==> src/rtl/joy_db15_tx.sv <==
`default_nettype none
// ============================================================================
//  Module      : joy_db15_tx
//  Description : Device-side responder for the DB15 serial joystick link.
//                Emulates a 74HC165-style parallel-in/serial-out adapter that
//                the DB15 receiver polls over JOY_LOAD / JOY_CLK / JOY_DATA.
//                Two 16-bit joystick words are captured while load is low and
//                shifted out LSB first (player 1 bit 0 first) on each rising
//                edge of the receiver's shift clock.
//  Ports       : clk          - system clock (CLK_JOY, 40-50 MHz)
//                reset        - synchronous, active-high
//                joystick1/2  - button words, active-high pressed
//                joy_clk_in   - receiver shift clock (asynchronous)
//                joy_load_in  - receiver load strobe, active-low (asynchronous)
//                joy_data_out - serial data, active-low on wire, idles 1
//                frame_done   - one-cycle pulse when the last bit is shifted past
//                bit_count    - bits shifted since last load, saturates
//  Revision    : 1.0 - initial release
// ============================================================================
module joy_db15_tx #(
  parameter int SYNC_STAGES = 2,
  parameter int FRAME_BITS  = 32
) (
  input  logic        clk,
  input  logic        reset,
  input  logic [15:0] joystick1,
  input  logic [15:0] joystick2,
  input  logic        joy_clk_in,
  input  logic        joy_load_in,
  output logic        joy_data_out,
  output logic        frame_done,
  output logic [5:0]  bit_count
);

  localparam logic [5:0] C_FRAME_CNT = 6'(FRAME_BITS);

  // Synchronizer chains, reset to 1 so a low line at reset release is seen
  // as a fall (never a spurious rise).
  logic [SYNC_STAGES-1:0] clk_sync_q, clk_sync_d;
  logic [SYNC_STAGES-1:0] load_sync_q, load_sync_d;
  logic                   clk_prev_q, clk_prev_d;

  logic [FRAME_BITS-1:0]  shift_q, shift_d;
  logic [5:0]             count_q, count_d;
  logic                   done_q, done_d;
  logic                   data_q, data_d;

  logic [31:0]            wire_word;
  logic                   clk_rise;
  logic                   load_low;

  always_comb begin
    clk_sync_d  = {clk_sync_q[SYNC_STAGES-2:0], joy_clk_in};
    load_sync_d = {load_sync_q[SYNC_STAGES-2:0], joy_load_in};
    clk_prev_d  = clk_sync_q[SYNC_STAGES-1];

    clk_rise  = clk_sync_q[SYNC_STAGES-1] & ~clk_prev_q;
    load_low  = ~load_sync_q[SYNC_STAGES-1];

    // Wire is active-low: a pressed button (1) is driven as 0.
    wire_word = ~{joystick2, joystick1};

    shift_d = shift_q;
    count_d = count_q;
    done_d  = 1'b0;

    if (load_low) begin
      // Transparent parallel load; any shift edge in this cycle is dropped.
      shift_d = wire_word[FRAME_BITS-1:0];
      count_d = 6'd0;
    end else if (clk_rise) begin
      // Ones fill from the top so an over-clocked frame reads as released.
      shift_d = {1'b1, shift_q[FRAME_BITS-1:1]};
      if (count_q != C_FRAME_CNT) begin
        count_d = count_q + 6'd1;
        if (count_q == C_FRAME_CNT - 6'd1) begin
          done_d = 1'b1;
        end
      end
    end

    // Output stage adds the final register of the SYNC_STAGES+2 latency.
    data_d = shift_q[0];
  end

  always_ff @(posedge clk) begin
    if (reset) begin
      clk_sync_q  <= '1;
      load_sync_q <= '1;
      clk_prev_q  <= 1'b1;
      shift_q     <= '1;
      count_q     <= 6'd0;
      done_q      <= 1'b0;
      data_q      <= 1'b1;
    end else begin
      clk_sync_q  <= clk_sync_d;
      load_sync_q <= load_sync_d;
      clk_prev_q  <= clk_prev_d;
      shift_q     <= shift_d;
      count_q     <= count_d;
      done_q      <= done_d;
      data_q      <= data_d;
    end
  end

  assign joy_data_out = data_q;
  assign frame_done   = done_q;
  assign bit_count    = count_q;

endmodule
`default_nettype wire

==> config.mk <==
export PLATFORM = sky130hd
export DESIGN_NAME = joy_db15_tx
export DESIGN_NICKNAME = d
export VERILOG_FILES = /design/src/rtl/joy_db15_tx.sv
export SDC_FILE = /design/constraint.sdc
export NUM_CORES = 1
export LEC_CHECK = 0
export BUFFER_PORTS_ARGS = -buffer_cell sky130_fd_sc_hd__buf_2
export CORE_MARGIN = 4
export CORE_UTILIZATION = 55
export CTS_BUF_LIST = sky130_fd_sc_hd__clkbuf_4 sky130_fd_sc_hd__clkbuf_8
export CTS_CLUSTER_SIZE = 40
export DETAILED_ROUTE_END_ITERATION = 8
export PLACE_DENSITY = 0.86
export SYNTH_ARGS = -nofsm -noshare
export SYNTH_HDL_FRONTEND = slang
export SYNTH_SLANG_ARGS = --single-unit
==> constraint.sdc <==
create_clock -name clk -period 2.55 [get_ports clk]
set_input_delay 0.255 -clock clk [delete_from_list [all_inputs] [get_ports clk]]
set_output_delay 0.255 -clock clk [all_outputs]
set_load 0.005 [all_outputs]
Word-level counts from Yosys, hierarchy flattened --
Cells that the tools add are included.
Storage, ports and cells: flip-flop bits (word level) 45, output and inout bits 8, logic and storage cells 23, input bits 36
Cells by class: eq/ne operators 3, add/subtract/negate cells 1, muxes and demuxes 3, bitwise gates (word level) 6, reductions and logical operators 3
Operators by type and width (number):
- 32-bit 2-to-1 mux | 2
- 32-bit NOT | 1
- 6-bit by 1-bit adder with 6-bit output (second input constant) | 1
- 6-bit by 5-bit == test with 1-bit output (second input constant) | 1
- 6-bit != test (second input constant) | 1
- 1-bit NOT | 4
- 4-bit OR reduction | 1
- 2-bit by 1-bit != test with 1-bit output (second input constant) | 1
- 2-bit AND reduction | 1
- 2-bit OR reduction | 1
- 1-bit bitwise AND | 1
- 1-bit 2-to-1 mux | 1

Depth between registers and ports, before layout --
depth after elaboration 4, gate-level depth with buffers 5, gate-level depth less buffers 4

Worst setup path after synthesis --
Ideal clock, no wire load.
kind register -> register, from register clk_prev_q, to register count_q[5] (netlist: bit_count[5]), period minus slack after synthesis 1.273 ns, buffers on the path 1, arrival time 1.203 ns, library setup time 0.070 ns, stages on the path, launching flop included 5, slack 1.277 ns, cell sequence dfxtp_1 -> nand2b_1 -> buf_6 -> or4_1 -> a21oi_1
Between the ends: cells in the longest elaborated chain, start to end 3
RTL lines:
- from (decl) | line 41 | logic clk_prev_q, clk_prev_d;
- from (signal assigned) | line 98 | clk_prev_q <= clk_prev_d;
- 1-bit NOT | line 57 | clk_rise = clk_sync_q[SYNC_STAGES-1] & ~clk_prev_q;
- 1-bit bitwise AND | line 57
- 2-bit AND reduction (no line)
- to (signal assigned) | line 100 | count_q <= count_d;
- to (decl) | line 44 | logic [5:0] count_q, count_d;
No other way between the ends. A chain may end at the register's enable or synchronous reset.

Worst setup path after layout --
from register clk_prev_q, to register shift_q[11]
Between the ends: cells in the longest elaborated chain, start to end 3
RTL lines:
- 1-bit NOT | line 57
- 1-bit bitwise AND | line 57
- 2-bit by 1-bit != test with 1-bit output (no line)
- to (signal assigned) | line 99 | shift_q <= shift_d;
- to (decl) | line 43 | logic [FRAME_BITS-1:0] shift_q, shift_d;
No other way between the ends.

==> metrics.csv <==
metric;value;unit
cp-start-kind;flip-flop;
ir_worst_vdd;0.449;mV
drt_pass1_iterations;4;
synth_mux_area_frac;0.00948;
ios;44;
viasPerCell;5.61;
timing.fmax;0.594;GHz
maxCapViolations;0;
hold_end;load_sync_q[0];
ff2ff_path_depth;4;
start_util;0.573;
htreeDepth;2;
clk_latency;0.30;ns
synthXorXnorAreaFrac;0;
layout.nets;307;
cts_buffer_depth;2;
ys_types;25;
finalHoldViolCount;0;
synthesis.nets;272;
coreArea;3690;µm²
syn_area;2110;µm²
die_w;70.0;µm
regToRegEndpoint;shift_q[11];
first_global_vias;1615;
clock_sink_count;45;
antenna_cells;0;
required;2.69;ns
worst_pin_slew;0.957;ns
cts_setup_buffers;0;
setup_tns;0;ns
setup_viol;0;
dp_slack;0.869;ns
clock-root-buffer;clkbuf_8;
grt_pass1_wl;7510;µm
overflow;0;
drc_errors;0;
synth_compound_area_frac;0.214;
synth_fa_ha_area_frac;0.0118;
ys.flop_type;dfxtp_1;
die-height;70.0;µm
synth-async-reset-ratio;0;
drive_gt1_frac;0.226;
slew_headroom;0.361;
drtIter0Drc;126;
avgSynthCellArea;9.03;µm²
cp-end-kind;flip-flop;
hold_buffers;0;
synth-simple-area-share;0.290;
vias;1783;
cts_buffers;5;
period_share;0.660;
layout_min_cycle_time;1.68;ns
hp-start;joy_load_in;
cts.clk_slew.worst_paths;0.09;ns
drt_wl_total;4470;µm
critPathKind;reg2reg;
ys_warn_count;0;
port_buffers;43;
synthCells;234;
worst_slack;0.867;ns
antenna_left;0;
antenna_found_initial;0;
die_area;4900;µm²
rrSetupSlack;0.87;ns
cpMaxStageDelayCell;nand2b_1;
most-common-layout-cells;dfxtp_1, buf_2, nor2b_1, o21ai_0;
crit_path_max_fanout;20;
crit_path_cell_trace;nand2b_1 > buf_4 > a211oi_1 > o21ai_0;
synth_top_family_by_area;simple AND/OR/NAND/NOR gates;
holdPathStages;2;
place_congestion;0.760;
grt_max_degree;34;
wl_per_cell;14.1;µm
critPathArrivalTime;1.82;ns
synth_seq_area_share;0.427;
gr-usage-all-layers;0.188;
powerDensity;610;nW/µm²
finalMaxSlewViolations;0;
hp-class;in2reg;
synth-edff-count;0;
synth-seq-cells;45;
power_leakage;1.10;nW
areaGrowthSynthToFinish;16.9;%
outcome;complete, no violations;
post_cts_resized;0;
clock_skew;0.00592;ns
rsz0062_at_grt;false;
cts_tree;done;
reg2reg_from;clk_prev_q;
std_cell_rows;22;
dpl.hpwl;2830;µm
final_common_cell;dfxtp_1;
cpPeakStageDelay;0.46;ns
logic make-up after synthesis:
kind of cell | after synthesis
compound gates | 72
mux | 2
buf+inv | 24
simple gates | 89
fa+ha+maj | 2
flops | 45
state kept, by name, summed over array words and instances, names as in the netlist:
name          count
joy_data_out      1
bit_count         6
clk_sync_q        2
load_sync_q       2
frame_done        1
shift_q          32
clk_prev_q        1
worst max path at each step:
stage | from | to | slack [ns] | cells past startpoint
2_1_floorplan | clk_prev_q | bit_count[5] | 1.28 | 4
3_3_place_gp | clk_prev_q | shift_q[5] | 0.94 | 4
3_5_place_dp | clk_prev_q | shift_q[11] | 0.87 | 4
4_1_cts | load_sync_q[1] | shift_q[11] | 0.87 | 3
5_1_grt | load_sync_q[1] | shift_q[23] | 0.69 | 3
6_report | clk_prev_q | shift_q[11] | 0.87 | 4
stage by stage:
step | power [mW] | util | instances | hold WS, ns | instance area [µm²]
finish | 1.51 | 0.669 | 318 | 0.132 | 2470
global route | 1.57 | 0.669 | 318 | 0.130 | 2470
CTS | 1.51 | 0.669 | 318 | 0.130 | 2470
detailed placement | 0.890 | 0.633 | 310 | 0.403 | 2330
global placement | 0.887 | 0.633 | 310 | 0.395 | 2330
floorplan | 0.845 | - | 234 | 0.341 | 2110
report_power, final:
part           internal, mW  leakage, nW  total (mW)  switching (mW)
combinational        0.0658        0.664       0.125          0.0595
clock                 0.389       0.0681       0.631           0.242
sequential            0.734        0.368       0.751          0.0167
total                  1.19         1.10        1.51           0.318
layout make-up:
type | instances | area (µm²)
sequential | 45 | 901
tap | 48 | 60.1
multi-input combinational | 165 | 1110
clock buffer | 5 | 68.8
fill | 321 | 1220
timing repair buffer | 47 | 245
clock inverter | 3 | 65.1
inverter | 5 | 18.8
synth_stat cells, types with 3 or more instances:
library cell / number / area (µm²)
dfxtp_1: 45 / 901
nor2b_1: 33 / 206
o21ai_0: 32 / 160
a211oi_1: 31 / 233
and3b_1: 31 / 272
clkbuf_1: 15 / 56.3
nand2_1: 9 / 33.8
or2_2: 6 / 37.5
inv_1: 5 / 18.8
a21oi_1: 4 / 20.0
buf_2: 3 / 15.0
nand3b_1: 3 / 22.5
critical path: cells and delay by family, from the launching register on:
kind	cells	cell delay, ns
simple gates	1	0.46
compound gates	2	0.38
buf+inv	1	0.37
flops	1	0.31
layer usage:
layer	part of all wire	vias up	global-route usage
met1	0.46	820	0.248
met5	0	-	0
met4	0.0058	0	0.0447
met3	0.058	4	0.0604
li1	-	907	-
met2	0.47	52	0.297
(Power assumes the default switching activity.)
